$ cat src/rtl/cog_mdu.sv
// cog_mdu: radix-2 iterative multiply/divide unit with start/busy/done handshake and C/Z flags
module cog_mdu #(
  parameter int WIDTH = 32
) (
  input  logic             clk_cog,
  input  logic             nres,
  input  logic             start,
  input  logic             abort,
  input  logic [1:0]       op,
  input  logic [WIDTH-1:0] s,
  input  logic [WIDTH-1:0] d,
  output logic             busy,
  output logic             done,
  output logic [WIDTH-1:0] r_lo,
  output logic [WIDTH-1:0] r_hi,
  output logic             co,
  output logic             zo
);
  localparam int CW = $clog2(WIDTH + 1);
  typedef enum logic [1:0] {IDLE, RUN, FIX} state_t;
  state_t             state_q, state_d;
  logic [CW-1:0]      cnt_q, cnt_d;
  logic [1:0]         op_q, op_d;
  logic [WIDTH-1:0]   b_q, b_d, d_q, d_d;
  logic [2*WIDTH-1:0] acc_q, acc_d;
  logic               neg_q, neg_d, rneg_q, rneg_d, dz_q, dz_d, ovf_q, ovf_d;
  logic               busy_q, busy_d, done_q, done_d, co_q, co_d, zo_q, zo_d;
  logic [WIDTH-1:0]   lo_q, lo_d, hi_q, hi_d;
  logic               sd, ss, div_ge;
  logic [WIDTH-1:0]   dm, sm, quo, rem, lo_n, hi_n;
  logic [WIDTH:0]     mul_sum, div_t, div_r;
  logic [2*WIDTH-1:0] prod;
  logic               co_n;
  always_comb begin
    sd      = op[0] & d[WIDTH-1];
    ss      = op[0] & s[WIDTH-1];
    dm      = sd ? -d : d;
    sm      = ss ? -s : s;
    // acc holds {partial product, multiplier} for MUL and {remainder, dividend/quotient} for DIV
    mul_sum = {1'b0, acc_q[2*WIDTH-1:WIDTH]} + ({1'b0, b_q} & {(WIDTH+1){acc_q[0]}});
    div_t   = acc_q[2*WIDTH-1:WIDTH-1];
    div_ge  = div_t >= {1'b0, b_q};
    div_r   = div_ge ? div_t - {1'b0, b_q} : div_t;
    prod    = neg_q ? -acc_q : acc_q;
    quo     = neg_q ? -acc_q[WIDTH-1:0] : acc_q[WIDTH-1:0];
    rem     = rneg_q ? -acc_q[2*WIDTH-1:WIDTH] : acc_q[2*WIDTH-1:WIDTH];
    lo_n    = !op_q[1] ? prod[WIDTH-1:0] : dz_q ? {WIDTH{1'b1}} : quo;
    hi_n    = !op_q[1] ? prod[2*WIDTH-1:WIDTH] : dz_q ? d_q : rem;
    co_n    = !op_q[1] ? (op_q[0] ? hi_n != {WIDTH{lo_n[WIDTH-1]}} : hi_n != '0) : (dz_q | ovf_q);
    state_d = state_q;
    cnt_d   = cnt_q;
    op_d    = op_q;
    b_d     = b_q;
    d_d     = d_q;
    acc_d   = acc_q;
    neg_d   = neg_q;
    rneg_d  = rneg_q;
    dz_d    = dz_q;
    ovf_d   = ovf_q;
    busy_d  = busy_q;
    done_d  = 1'b0;
    lo_d    = lo_q;
    hi_d    = hi_q;
    co_d    = co_q;
    zo_d    = zo_q;
    if (abort && state_q != IDLE) begin
      state_d = IDLE;
      busy_d  = 1'b0;
    end else if (state_q == IDLE) begin
      if (start && !abort) begin
        state_d = RUN;
        cnt_d   = '0;
        busy_d  = 1'b1;
        op_d    = op;
        b_d     = op[1] ? sm : dm;
        acc_d   = {{WIDTH{1'b0}}, op[1] ? dm : sm};
        neg_d   = sd ^ ss;
        rneg_d  = sd;
        d_d     = d;
        dz_d    = s == '0;
        ovf_d   = op == 2'b11 && d == {1'b1, {(WIDTH-1){1'b0}}} && &s;
      end
    end else if (state_q == RUN) begin
      acc_d = op_q[1] ? {div_r[WIDTH-1:0], acc_q[WIDTH-2:0], div_ge} : {mul_sum, acc_q[WIDTH-1:1]};
      cnt_d = cnt_q + 1'b1;
      if (cnt_q == CW'(WIDTH - 1)) state_d = FIX;
    end else begin
      state_d = IDLE;
      busy_d  = 1'b0;
      done_d  = 1'b1;
      lo_d    = lo_n;
      hi_d    = hi_n;
      co_d    = co_n;
      zo_d    = lo_n == '0;
    end
  end
  always_ff @(posedge clk_cog or negedge nres) begin
    if (!nres) begin
      state_q <= IDLE;
      cnt_q   <= '0;
      op_q    <= '0;
      b_q     <= '0;
      d_q     <= '0;
      acc_q   <= '0;
      neg_q   <= 1'b0;
      rneg_q  <= 1'b0;
      dz_q    <= 1'b0;
      ovf_q   <= 1'b0;
      busy_q  <= 1'b0;
      done_q  <= 1'b0;
      lo_q    <= '0;
      hi_q    <= '0;
      co_q    <= 1'b0;
      zo_q    <= 1'b0;
    end else begin
      state_q <= state_d;
      cnt_q   <= cnt_d;
      op_q    <= op_d;
      b_q     <= b_d;
      d_q     <= d_d;
      acc_q   <= acc_d;
      neg_q   <= neg_d;
      rneg_q  <= rneg_d;
      dz_q    <= dz_d;
      ovf_q   <= ovf_d;
      busy_q  <= busy_d;
      done_q  <= done_d;
      lo_q    <= lo_d;
      hi_q    <= hi_d;
      co_q    <= co_d;
      zo_q    <= zo_d;
    end
  end
  assign busy = busy_q;
  assign done = done_q;
  assign r_lo = lo_q;
  assign r_hi = hi_q;
  assign co   = co_q;
  assign zo   = zo_q;
endmodule

$ cat config.mk
export PLATFORM = sky130hd
export DESIGN_NAME = cog_mdu
export DESIGN_NICKNAME = d
export VERILOG_FILES = /design/src/rtl/cog_mdu.sv
export SDC_FILE = /design/constraint.sdc
export NUM_CORES = 1
export LEC_CHECK = 0
export CAP_MARGIN = 40
export CELL_PAD_IN_SITES_DETAIL_PLACEMENT = 0
export CELL_PAD_IN_SITES_GLOBAL_PLACEMENT = 1
export CORE_ASPECT_RATIO = 0.75
export CORE_MARGIN = 3
export CORE_UTILIZATION = 49
export CTS_BUF_LIST = sky130_fd_sc_hd__clkbuf_8
export CTS_CLUSTER_DIAMETER = 50
export DETAILED_ROUTE_END_ITERATION = 12
export PLACE_DENSITY_LB_ADDON = 0.1
export REMOVE_ABC_BUFFERS = 1
export SLEW_MARGIN = 20
export SYNTH_ARGS = -nofsm -noshare
export SYNTH_HDL_FRONTEND = slang
export SYNTH_SLANG_ARGS = --single-unit
$ cat constraint.sdc
create_clock -name clk_cog -period 7.05 [get_ports clk_cog]
set_input_delay 1.41 -clock clk_cog [delete_from_list [all_inputs] [get_ports clk_cog]]
set_output_delay 1.41 -clock clk_cog [all_outputs]
set_load 0.05 [all_outputs]
==> results.json <==
{
  "grtUsageTotal_pct": 35.1,
  "synth_seq_cells": 210,
  "place_worst_setup_slack_ns": 2.29,
  "die_w_um": 225,
  "cp_cell_sequence": "inv_1, ha_1, nor4b_2, nand3_1, nor4_2, a21o_1, o211ai_1, nor4_1, nand4_1, or4b_1, o41ai_2, a31oi_1",
  "numPortBuffers": 137,
  "cts_tree": "done",
  "vias": 18700,
  "cp-end-kind": "flip-flop",
  "synth.area.top_cells": "dfrtp_1 (30%), nand2_1 (7.5%), o21ai_0 (5.9%)",
  "synthesis.area_um2": 17700,
  "htree_num_levels": 2,
  "avgRoutedWirePerCell_um": 23.8,
  "synthesis.instances": 2347,
  "fin_crit_sh_pct": 70.6,
  "ctsHoldBuffers": 0,
  "hold_path_depth": 2,
  "hpwl_um": 52300,
  "clock_latency_ns": 0.60,
  "clock_path_buffers": 3,
  "start_util_pct": 50.3,
  "area_growth_pct": 14.2,
  "die_y_um": 170,
  "first_pass_iters": 8,
  "place_area_um2": 19300,
  "synth_edf_count": 0,
  "gp_congestion": 1.03,
  "stdcell_area_um2": 20200,
  "hold_violations": 0,
  "drt_iter0_markers": 2502,
  "timing.fmax_mhz": 201,
  "setup_viol": 0,
  "cp.depth": 12,
  "finalWorstSetupSlack_ns": 2.07,
  "seq_area_um2": 5260,
  "status": "complete, no violations",
  "skew_ns": 0.0280,
  "fin_cells": 2892,
  "nets": 2546,
  "grt_pass1_wl_um": 104000,
  "postSynthAreaPerCell_um2": 7.53,
  "hold_slack_ns": 0.471,
  "grt_max_degree": 116,
  "worstPathArrival_ns": 5.43,
  "max_stage_delay_ns": 0.71,
  "cts-buffers-inserted": 40,
  "worst_hold_path_type": "reg2reg",
  "period_needed_ns": 4.98,
  "grt_overflow": 0,
  "placedCellCount": 2817,
  "first_global_vias": 16900,
  "die_area_um2": 38400,
  "cts_setup_buffers": 0,
  "num_rows": 59,
  "synth_top_area_share_pct": 29.7,
  "clock-root-buffer": "clkbuf_8",
  "diodes": 0,
  "fin_setup_tns_ns": 0,
  "cts.clk_slew.worst_paths_ns": 0.06,
  "power_density_nw_per_um2": 341,
  "cp_slowest_cell": "nor4_2",
  "multi_input_area_um2": 11600,
  "crit_type": "reg2reg",
  "crit_buf_inv": 1,
  "fill_cells": 3345,
  "grt_antenna_before_repair": 1,
  "slew_violations": 0,
  "ant_nets": 0,
  "max_slew_margin_pct": 41.3,
  "ys_warn_count": 0,
  "routed_wl_um": 69000,
  "core_area_um2": 35100,
  "cts_sinks": 210,
  "required_ns": 7.51,
  "boundaryPins": 138,
  "async_flop_share_pct": 100,
  "drc_errors": 0,
  "p_leak_nw": 8.65,
  "vias_per_cell": 6.46,
  "drive_gt1_share_pct": 6.16,
  "peakVddDrop_mv": 0.192,
  "drv_cap": 0,
  "post_cts_resized": 0,
  "crit_fanout": 16,
  "cp_top_family": "simple AND/OR/NAND/NOR gates",
  "reg2regPathDepth": 12,
  "rsz0062_at_grt": "false",
  "synth_flop_cell": "dfrtp_1",
  "tightest_slew_ns": 0.881,
  "worst_setup_path_start_kind": "flip-flop",
  "seq_area_frac_synth_pct": 29.7,
  "synth.distinct_cells": 85,
  "yosys.area.top_type": "dfrtp_1"
}
cells by family after synthesis:
family	Yosys count	share of synthesized area (%)
and+or+nand+nor	947	25.0
AOI/OAI and AO/OA	677	23.9
DFF	210	29.7
muxes	64	3.67
adders and majority gates	72	5.18
xor gates and xnor gates	158	7.83
buffers and inverters	219	4.75
report_power, final:
part	switching, mW	total (mW)	internal [mW]	leakage [nW]
Sequential	0.520	1.91	1.39	2.75
Clock	0.602	1.28	0.675	0.454
Combinational	2.29	3.71	1.42	5.45
metrics by stage:
stage                     utilization [%]  power, mW
after floorplan                         -       4.26
after global placement               54.9       5.42
after detailed placement             55.0       5.47
after CTS                            57.4       6.76
after global routing                 57.5       7.29
final                                57.5       6.89
cell type report:
cell class / instances / share of cell area (%)
clock inverter: 24 / 0.768
sequential: 210 / 26.0
inverter: 61 / 1.13
tap: 457 / 2.83
multi-input combinational: 1918 / 57.5
timing repair buffer: 173 / 8.34
clock buffer: 49 / 3.34
metal layers:
metal,GRT usage (%),wire length (um)
met3,7.60,7590
met4,8.50,1620
met5,0,0
met2,50.3,28100
met1,53.3,31600
cell usage after synthesis (38+ instances only):
library cell  instances
nand2_1             354
a21oi_1             185
clkbuf_1            136
nand4_1              38
nor3_1               52
ha_1                 70
nor2_1              264
xor2_1               79
mux2i_1              57
dfrtp_1             210
nand3_1              47
o21ai_0             208
xnor2_1              79
nor4_1               41
inv_1                59
registers in the layout, summed over array words and instances (netlist names):
name	flops
rneg_q	1
state_q	2
busy	1
r_lo	32
done	1
op_q	2
dz_q	1
r_hi	32
neg_q	1
acc_q	64
co	1
b_q	32
cnt_q	6
ovf_q	1
zo	1
d_q	32
layout by cell type, fill, tap and decap left out, types with 18 or more instances in the layout:
cell type	n
nand2_1	354
nor2_1	263
dfrtp_1	209
o21ai_0	208
a21oi_1	184
clkdlybuf4s50_1	135
xor2_1	79
xnor2_1	79
ha_1	70
inv_1	69
mux2i_1	57
nor3_1	52
clkbuf_8	49
nand3_1	47
nor4_1	41
nand4_1	38
a31oi_1	35
a21o_1	33
buf_4	32
o211ai_1	27
o31ai_1	23
and3_1	22
or3_1	18
o41ai_1	18
nor2b_1	18
path summary, 6_finish.rpt:
kind,to,slack [ns],start
max,co$_DFFE_PN0P_,2.07,acc_q[32]$_DFFE_PN0P_
min,r_hi[13]$_DFFE_PN0P_,0.47,r_hi[13]$_DFFE_PN0P_
max reg2reg,co$_DFFE_PN0P_,2.07,acc_q[32]$_DFFE_PN0P_
min reg2reg,r_hi[13]$_DFFE_PN0P_,0.47,r_hi[13]$_DFFE_PN0P_
max in group asynchronous,r_lo[5]$_DFFE_PN0P_,5.09,nres
min in group asynchronous,r_hi[17]$_DFFE_PN0P_,0.81,nres
tightest hold or removal path: cells and delay by family, from the launching register on:
kind          cells  cell delay, ns
simple gates      2            0.10
flops             1            0.34
No activity file was read; power rests on OpenSTA's default activity.
==> RTL change 1: new RTL, same settings <==
`b_q`, `d_q`, `lo_q` and `hi_q` no longer have a reset.
--- a/src/rtl/cog_mdu.sv
+++ b/src/rtl/cog_mdu.sv
@@ -99,8 +99,6 @@
       state_q <= IDLE;
       cnt_q   <= '0;
       op_q    <= '0;
-      b_q     <= '0;
-      d_q     <= '0;
       acc_q   <= '0;
       neg_q   <= 1'b0;
       rneg_q  <= 1'b0;
@@ -108,16 +106,12 @@
       ovf_q   <= 1'b0;
       busy_q  <= 1'b0;
       done_q  <= 1'b0;
-      lo_q    <= '0;
-      hi_q    <= '0;
       co_q    <= 1'b0;
       zo_q    <= 1'b0;
     end else begin
       state_q <= state_d;
       cnt_q   <= cnt_d;
       op_q    <= op_d;
-      b_q     <= b_d;
-      d_q     <= d_d;
       acc_q   <= acc_d;
       neg_q   <= neg_d;
       rneg_q  <= rneg_d;
@@ -125,11 +119,16 @@
       ovf_q   <= ovf_d;
       busy_q  <= busy_d;
       done_q  <= done_d;
-      lo_q    <= lo_d;
-      hi_q    <= hi_d;
       co_q    <= co_d;
       zo_q    <= zo_d;
     end
+  end
+
+  always_ff @(posedge clk_cog) begin
+    b_q  <= b_d;
+    d_q  <= d_d;
+    lo_q <= lo_d;
+    hi_q <= hi_d;
   end
   assign busy = busy_q;
   assign done = done_q;
Formal check against the unedited RTL: no difference found for any inputs over 4 cycles, from zero or initial values; that may be too few to reach the edited logic, so the function may still have changed.
==> RTL change 1 against the unedited design <==
Clock power decreased by 9%. Largest power group unchanged. Setup slack improved by 23 ps. Area after synthesis decreased by 2.6%. Power decreased by 17%. Global-route usage decreased by 1.0 points. Sequential cell count unchanged. Routed wire length decreased by 5.6%. Highest routed layer unchanged. Final area decreased by 2.6%.
==> RTL change 1: results (changes against the unedited design) <==
status=complete, no violations (unchanged); GR Util met2=0.474 (was 0.503); Synth area leaders=edfxtp_1, dfrtp_1, mux2i_1 (was dfrtp_1, nand2_1, o21ai_0); Final Net Count=2,236 (was 2,546); share of synthesized cell area in full adder, half adder and majority cells=0.0532 (was 0.0518); CP max stage delay=670 ps (was 710 ps); hpwl dp=48,900 um (was 52,300 um); Post-Synthesis Cells=2,022 (was 2,347); CTS Buf Count=38 (was 40); Top FF cell, synth=edfxtp_1 (was dfrtp_1); vias in the first global route=15.6k (was 16.9k); vias per std cell=6.57 (was 6.46); met1 wire length=29,100 um (was 31,600 um); DR WL met3=7670 um (was 7590 um); VDD IR max=0.181 mV (was 0.192 mV); DP Worst Slack=1170 ps (was 2290 ps); Int Power=3.07 mW (was 3.49 mW); synth unique cells=79 (was 85); Commonest cells post-synth=nor2_1, nand2_1, a21oi_1, o21ai_0, edfxtp_1 (was nand2_1, nor2_1, dfrtp_1, o21ai_0, a21oi_1); CP Launch Point=d[0] (was acc_q[32]); R2R Path Start=acc_q[44] (was acc_q[32]); global-route wire length before repair=98,200 um (was 104,000 um); post-synthesis mux area share=0.0715 (was 0.0367); Clock Latency Late Sink=580 ps (was 600 ps); placed cells=2,501 (was 2,817); largest net degree at the start of global routing=73 (was 116); Critical Path AT=5390 ps (was 5430 ps); clock skew=25.0 ps (was 28.0 ps); hold_sp=cnt_q[5] (was r_hi[13]); post-synthesis xor/xnor area fraction=0.0804 (was 0.0783); compound-cell area share of the yosys netlist=0.202 (was 0.239); wire length per cell=25.3 um (was 23.8 um)
==> RTL change 1: final timing paths <==
path	end	slack, ps	depth (start not counted)
worst min register to register	state_q[1]	470	1
worst max register to register	co	2110	9
min in group asynchronous	acc_q[2]	830	1
worst max-delay path	acc_q[28]	2100	14
max in group asynchronous	neg_q	5050	2
worst min-delay path	state_q[1]	470	1
==> RTL change 1: cell type report <==
class                      instances  area, um^2
clock buffer                      43         592
tap                              450         563
fill                            3129       14400
timing repair buffer             173        1700
clock inverter                    26         143
inverter                          73         274
multi-input combinational       1598       10500
sequential                       210        5900
==> RTL change 1: power groups by stage <==
stage	combinational [mW]	clock (mW)	sequential, mW
after floorplan	1.81	0	1.73
after CTS	2.63	1.19	1.82
after detailed placement	2.61	0	1.84
after global placement	2.56	0	1.84
after global routing	2.94	1.25	1.86
final	2.73	1.17	1.84
==> RTL change 2: new RTL, config.mk and constraints unchanged <==
Made on the original files. Set the parameter `WIDTH` to 16 (it was 32).
--- a/src/rtl/cog_mdu.sv
+++ b/src/rtl/cog_mdu.sv
@@ -1,6 +1,6 @@
 // cog_mdu: radix-2 iterative multiply/divide unit with start/busy/done handshake and C/Z flags
 module cog_mdu #(
-  parameter int WIDTH = 32
+  parameter int WIDTH = 16
 ) (
   input  logic             clk_cog,
   input  logic             nres,
Interface: changed (resized d, r_hi, r_lo and s); port bits go from 138 to 74. The function was not compared with the original's and may differ.
==> RTL change 2 against the unedited design <==
Setup slack improved by 1000 ps. Final area is 50% lower. Sequential cell count fell by 97. Routed wire length is 61% lower. Area after synthesis is 51% lower. Critical path depth is 3 lower. Synthesized cell count decreased by 53%. Power down 54%. Global-route usage is 6.6 points lower. Critical path type unchanged. Largest cell class unchanged. Largest power group unchanged. Highest routed layer unchanged.
==> RTL change 2: results (changes against the unedited design) <==
global-route wire length before repair=42,800 um (was 104,000 um); Int Power=1.70 mW (was 3.49 mW); Post-Synthesis Cells=1,103 (was 2,347); largest net degree at the start of global routing=62 (was 116); met1 GRT Util=0.432 (was 0.533); Seq/Total Area, Yosys=0.328 (was 0.297); CP Max Fanout=10 (was 16); CTS Buf Count=17 (was 40); Lkg Pwr=4.35 nW (was 8.65 nW); Overall Global Routing Usage=0.284 (was 0.351); vias per std cell=5.85 (was 6.46); CP max stage delay=670 ps (was 710 ps); CTS H-tree lvls=4 (was 2); met2 WL post-DR=11,200 um (was 28,100 um); layout cells sized above 1=0.0621 (was 0.0616); hpwl dp=19,800 um (was 52,300 um); Longest Clk Path Bufs=2 (was 3); clock skew=12.6 ps (was 28.0 ps); synth unique cells=69 (was 85); max reg flops=32 (was 64); VDD IR max=0.139 mV (was 0.192 mV); share of synthesized cell area in full adder, half adder and majority cells=0.0612 (was 0.0518); worst-margin pin slew=836 ps (was 881 ps); Comb. pwr=1.56 mW (was 3.71 mW); number of I/O port buffers=73 (was 137); met1 wire length=13,200 um (was 31,600 um); Commonest cells post-synth=nand2_1, nor2_1, dfrtp_1, o21ai_0, a21oi_1 (unchanged); DR WL met3=2220 um (was 7590 um); post-synthesis mux area share=0.0494 (was 0.0367); Power Clock=0.646 mW (was 1.28 mW); placement-stage cell area=0.00955 mm^2 (was 0.0193 mm^2); Final Net Count=1,225 (was 2,546); placed cells=1,360 (was 2,817); post-synthesis xor/xnor area fraction=0.0842 (was 0.0783); vias in the first global route=7,432 (was 16.9k); status=complete, no violations (unchanged)
-- RTL change 2: cell count changes in the layout (fill, tap and decap cells not counted), moves of 47 or more --
cell and change:
a21oi_1 -111, nand2_1 -182, clkdlybuf4s50_1 -64, nor2_1 -147
xor2_1 -47, o21ai_0 -104, dfrtp_1 -97
-- RTL change 2: layout make-up --
| class | count | area share |
|---|---|---|
| well taps | 236 | 0.0295 |
| diodes | 1 | 0.000250 |
| clock buffers | 17 | 0.0234 |
| clock inverters | 15 | 0.0163 |
| flip-flops and latches | 113 | 0.283 |
| multi-input cells | 877 | 0.539 |
| inverters | 48 | 0.0180 |
| repair buffers | 89 | 0.0901 |
-- RTL change 2: final timing paths --
path                       startpoint        to  slack (ps)  cells past startpoint
max reg2reg                  acc_q[6]        co        3090                      9
max                          acc_q[6]        co        3090                      9
min                           r_hi[2]   r_hi[2]         480                      2
min in group asynchronous        nres  r_hi[15]         720                      1
max in group asynchronous        nres   op_q[1]        5040                      3
min reg2reg                   r_hi[2]   r_hi[2]         480                      2
